[config.mk]
export PLATFORM = sky130hd
export DESIGN_NAME = rdy_sequencer
export DESIGN_NICKNAME = d
export VERILOG_FILES = /design/src/rtl/rdy_seq_pkg.sv /design/src/rtl/sync_edge.sv /design/src/rtl/rdy_sequencer.sv
export SDC_FILE = /design/constraint.sdc
export NUM_CORES = 1
export LEC_CHECK = 0
export CAP_MARGIN = 20
export CELL_PAD_IN_SITES_DETAIL_PLACEMENT = 1
export CELL_PAD_IN_SITES_GLOBAL_PLACEMENT = 1
export CORE_MARGIN = 10
export CORE_UTILIZATION = 30
export DETAILED_ROUTE_END_ITERATION = 8
export GPL_TIMING_DRIVEN = 0
export PLACE_DENSITY = 0.65
export SLEW_MARGIN = 20
export SYNTH_ARGS = -nofsm -noshare
export SYNTH_HDL_FRONTEND = slang
export SYNTH_SLANG_ARGS = --single-unit
export TNS_END_PERCENT = 50
[constraint.sdc]
create_clock -name clock -period 1.51 [get_ports clock]
set_input_delay 0.302 -clock clock [delete_from_list [all_inputs] [get_ports clock]]
set_output_delay 0.302 -clock clock [all_outputs]
set_load 0.03 [all_outputs]
[src/rtl/rdy_seq_pkg.sv]
// Shared types and widths for the 6502 RDY sequencer.
package rdy_seq_pkg;

  typedef enum logic [1:0] {
    ST_RUN   = 2'd0,
    ST_PEND  = 2'd1,
    ST_STALL = 2'd2
  } state_e;

  localparam int unsigned WCNT_W = 2;
  localparam int unsigned DLY_W  = 4;

endpackage

[src/rtl/sync_edge.sv]
// Multi-flop synchronizer for an asynchronous level, with registered
// one-clock rise/fall pulses taken from the last stage and one extra flop.
module sync_edge #(
  parameter int unsigned STAGES = 2
) (
  input  logic clock,
  input  logic reset,
  input  logic d_i,
  output logic level_o,
  output logic rise_o,
  output logic fall_o
);

  logic [STAGES-1:0] sync_q;
  logic              last_q;
  logic              rise_q;
  logic              fall_q;

  always_ff @(posedge clock or posedge reset) begin
    if (reset) begin
      sync_q <= '0;
      last_q <= 1'b0;
      rise_q <= 1'b0;
      fall_q <= 1'b0;
    end else begin
      sync_q <= {sync_q[STAGES-2:0], d_i};
      last_q <= sync_q[STAGES-1];
      rise_q <= sync_q[STAGES-1] & ~last_q;
      fall_q <= ~sync_q[STAGES-1] & last_q;
    end
  end

  assign level_o = sync_q[STAGES-1];
  assign rise_o  = rise_q;
  assign fall_o  = fall_q;

endmodule

[src/rtl/rdy_sequencer.sv]
// Qualifies host 8502 RDY into 6502 RDY, letting writes through until the
// first read or write-budget exhaustion. Write pass enabled by RDY_WRITE_PASS_EN.
module rdy_sequencer
  import rdy_seq_pkg::*;
#(
  parameter int unsigned SYNC_STAGES = 2,
  parameter int unsigned SAMPLE_DLY  = 4,
  parameter int unsigned MAX_WRITES  = 3
) (
  input  logic              clock,
  input  logic              reset,
  input  logic              phi2,
  input  logic              _rdy_host,
  input  logic              r_w,
  output logic              _rdy_cpu,
  output logic              phi2_rise,
  output logic              phi2_fall,
  output logic              stalled,
  output logic [WCNT_W-1:0] write_cnt,
  output logic              overrun
);

  logic             hr;
  logic             phi2_level_unused;
  logic [1:0]       rdy_edges_unused;
  logic [DLY_W-1:0] dly_q;
  logic [DLY_W-1:0] dly_d;
  logic             dp_c;

  state_e            state_q;
  logic              rdy_q;
  logic              stalled_q;
  logic [WCNT_W-1:0] wcnt_q;
  logic              ovr_q;

  sync_edge #(
    .STAGES (SYNC_STAGES)
  ) u_phi2_sync (
    .clock   (clock),
    .reset   (reset),
    .d_i     (phi2),
    .level_o (phi2_level_unused),
    .rise_o  (phi2_rise),
    .fall_o  (phi2_fall)
  );

  sync_edge #(
    .STAGES (SYNC_STAGES)
  ) u_rdy_sync (
    .clock   (clock),
    .reset   (reset),
    .d_i     (_rdy_host),
    .level_o (hr),
    .rise_o  (rdy_edges_unused[0]),
    .fall_o  (rdy_edges_unused[1])
  );

  // Decision-point timer: reloaded by every phi2 fall, fires once as it hits zero.
  always_comb begin
    dly_d = dly_q;
    if (phi2_fall) begin
      dly_d = DLY_W'(SAMPLE_DLY);
    end else if (dly_q != '0) begin
      dly_d = dly_q - DLY_W'(1);
    end
  end

  assign dp_c = !phi2_fall && (dly_q == DLY_W'(1));

  always_ff @(posedge clock or posedge reset) begin
    if (reset) begin
      dly_q <= '0;
    end else begin
      dly_q <= dly_d;
    end
  end

`ifndef RDY_WRITE_PASS_EN
  logic rw_unused;
  localparam int unsigned max_writes_unused = MAX_WRITES;
  assign rw_unused = r_w;
`endif

  // All state and outputs move only at the decision point.
  always_ff @(posedge clock or posedge reset) begin
    if (reset) begin
      state_q   <= ST_RUN;
      rdy_q     <= 1'b1;
      stalled_q <= 1'b0;
      wcnt_q    <= '0;
      ovr_q     <= 1'b0;
    end else if (dp_c) begin
      case (state_q)
        ST_RUN: begin
          if (!hr) begin
`ifdef RDY_WRITE_PASS_EN
            if (r_w) begin
              state_q   <= ST_STALL;
              rdy_q     <= 1'b0;
              stalled_q <= 1'b1;
            end else begin
              state_q <= ST_PEND;
              wcnt_q  <= WCNT_W'(1);
            end
`else
            state_q   <= ST_STALL;
            rdy_q     <= 1'b0;
            stalled_q <= 1'b1;
`endif
          end
        end
        ST_PEND: begin
`ifdef RDY_WRITE_PASS_EN
          if (hr) begin
            state_q <= ST_RUN;
            wcnt_q  <= '0;
          end else if (r_w) begin
            state_q   <= ST_STALL;
            rdy_q     <= 1'b0;
            stalled_q <= 1'b1;
          end else if (wcnt_q == WCNT_W'(MAX_WRITES)) begin
            state_q   <= ST_STALL;
            rdy_q     <= 1'b0;
            stalled_q <= 1'b1;
            ovr_q     <= 1'b1;
          end else begin
            wcnt_q <= wcnt_q + WCNT_W'(1);
          end
`else
          state_q <= ST_RUN;
`endif
        end
        ST_STALL: begin
          if (hr) begin
            state_q   <= ST_RUN;
            rdy_q     <= 1'b1;
            stalled_q <= 1'b0;
            wcnt_q    <= '0;
          end
        end
        default: begin
          state_q   <= ST_RUN;
          rdy_q     <= 1'b1;
          stalled_q <= 1'b0;
          wcnt_q    <= '0;
        end
      endcase
    end
  end

  assign _rdy_cpu  = rdy_q;
  assign stalled   = stalled_q;
  assign write_cnt = wcnt_q;
  assign overrun   = ovr_q;

endmodule

==> run metrics <==
Synth area leaders dfrtp_1 55%, ha_1 6.8%, dfstp_2 4.8%; CP cell instances clkdlybuf4s15_1; Routed WL per cell 11.1 um; vias in the first global route 383; DIE WIDTH 62.7 um; count leader, synth dfrtp_1; asr flop ratio synth 100%; Hold-fix buffers, CTS 0; io pins 12; # clock sinks 13; Synth top area share 54.8%; Crit Path Max Fanout 3; global-route wire length before repair 1.57 mm; Final Net Count 68; ys flop type dfrtp_1; busiest metal layer after global routing met2; Yosys top cell by area dfrtp_1; layout cells sized above 1 25.4%; cell leakage power 0.322 nW; CTS buffer count 3; Mapped Area 548 um^2; Core ar. 1730 um^2; setup TNS after final layout 0 ns; crit path capture type output port; Post-CTS Setup Repair Bufs 0; highest clock rate 0.681 GHz; CTS resizes 6; Arr. time, crit path 1.17 ns; CTS tree done; CTS H-Tree Depth 1; Worst Hold Class input pin to asynchronous set/reset pin; Max IR drop VDD 0.000635 V; routability cong. 0.695; fillers 203; count of state elements after synthesis 13; clk buf depth 2; Routed Antenna Nets 0; area of the multi-input gates 194 um^2; PD cells 1640 nW/um^2; Tot GR Track Use 4.88%; detailed-route DRC error count 0; peak per-stage delay on the critical path 0.54 ns; met1 Usage GRT 4.50%; met2 Usage GRT 8.46%; Syn Inst Count 46; ant diodes 0; final wirelength 934 um; clk root buf clkbuf_4; Final period util 97.2%; Die ar. 3940 um^2; largest net degree at the start of global routing 14; outcome finished clean; Port Buffers 7; clock-pin slew on the worst setup and hold paths 0.08 ns; final setup vio count 0; YS warnings 1; synthesis-to-finish area growth 25.3%; initial antenna violation count 0; placed wire-length estimate 751 um; Die H 62.7 um; fin crit period 1.47 ns; CP max stage cell dfstp_2; RSZ-0062 raised after global routing no; DRT iter0 DRCs 4; Vias 349; Buf+Inv Stages, Crit Path 1; Pwr Total 1.13 mW; grt met3 use 2.15%; starting density of the core 31.7%; number of synthesized flops with an enable pin 0; Top delay family on crit path flip-flops; Max-Cap Viols 0; Hold Vio Cnt, Final 0; data required time of the critical path 1.21 ns; unique cell type count in the Yosys netlist 19; Cell Rows 15; Worst Path Class, Setup register to output port; Placement Setup Slack 0.00538 ns; Commonest cells post-synth 12 x dfrtp_1, 6 x inv_1, 5 x nor2_1; fin util 39.8%; Slew Viols, Final 0; worst-skew pair later-pin latency 0.27 ns; storage element area 328 um^2; Worst setup SP type register; Worst Skew 0.00763 ns; Seq/Total Area, Yosys 59.6%; Synth Area per Inst 11.9 um^2; DRT Pass-1 Iters 4; GRT overflow 0; Vias/cell 4.15; post-route worst setup slack 0.0420 ns
[flip-flops by register name, indices dropped and copies added (netlist names)]
register and flops:
u_phi2_sync.sync_q 2, u_rdy_sync.sync_q 2, u_phi2_sync.fall_o 1, dly_q 4, stalled 1, _rdy_cpu 1, u_phi2_sync.rise_o 1, u_phi2_sync.last_q 1
[path summary, 6_finish.rpt]
check / endpoint / from / slack (ns) / cells after the start
hold / removal: u_phi2_sync.sync_q[1]$_DFF_PP0_ / reset / 0.34 / 2
setup reg to reg: dly_q[0]$_DFFE_PP0P_ / dly_q[1]$_DFFE_PP0P_ / 0.07 / 5
hold reg to reg: u_rdy_sync.sync_q[1]$_DFF_PP0_ / u_rdy_sync.sync_q[0]$_DFF_PP0_ / 0.35 / 0
max in group asynchronous: _rdy_cpu$_DFFE_PP1P_ / reset / 0.81 / 2
setup / recovery: _rdy_cpu / _rdy_cpu$_DFFE_PP1P_ / 0.04 / 1
min in group clock: u_rdy_sync.sync_q[1]$_DFF_PP0_ / u_rdy_sync.sync_q[0]$_DFF_PP0_ / 0.35 / 0
[final cells by class]
cell class	instances	share of cell area, %
Multi-Input combinational cell	26	28.2
Sequential cell	13	47.7
Inverter	6	3.28
Timing Repair Buffer	7	9.11
Tap cell	25	4.55
Buffer	3	3.28
Clock buffer	4	3.83
[power breakdown]
part	switching [mW]	total [mW]	internal (mW)	leakage, nW
logic	0.207	0.406	0.198	0.153
registers	0.0842	0.513	0.429	0.153
clock network	0.107	0.209	0.102	0.0150
total	0.399	1.13	0.729	0.322
[metrics by stage]
stage / hold slack, ns / area [um^2] / std cells
2_1_floorplan: 0.178 / 556 / 48
3_3_place_gp: 0.334 / 657 / 80
3_5_place_dp: 0.337 / 657 / 80
4_1_cts: 0.354 / 681 / 84
5_1_grt: 0.360 / 687 / 84
6_report: 0.341 / 687 / 84
[cells by family after synthesis]
family                     count (synthesis)  share of synthesized area (%)
AOI/OAI and AO/OA                          5                           6.85
xor gates and xnor gates                   1                           1.60
adders and majority gates                  3                           6.85
buffers and inverters                      9                           8.22
DFF                                       13                           59.6
muxes                                      1                           1.83
other                                      1                          0.684
and+or+nand+nor                           13                           14.4
[routing by layer]
layer  vias up  wire (um)  part of all wire (%)
met1       173        376                    40
met5         -          0                     0
met3         2         67                   7.2
li1        166          -                     -
met4         0          6                  0.64
met2         8        483                    52
[layout by cell type, fill, tap and decap left out, types with 2 or more instances in the layout]
master | netlist | routed
buf_4 | 3 | 3
ha_1 | 3 | 2
clkdlybuf4s50_1 | 0 | 3
clkbuf_4 | 0 | 3
inv_1 | 6 | 5
nor2b_1 | 2 | 2
dlygate4sd2_1 | 0 | 2
nor2_1 | 5 | 5
conb_1 | 1 | 3
o211ai_1 | 2 | 2
dfrtp_1 | 12 | 11
nand3_1 | 2 | 2
(Power assumes the default switching activity.)
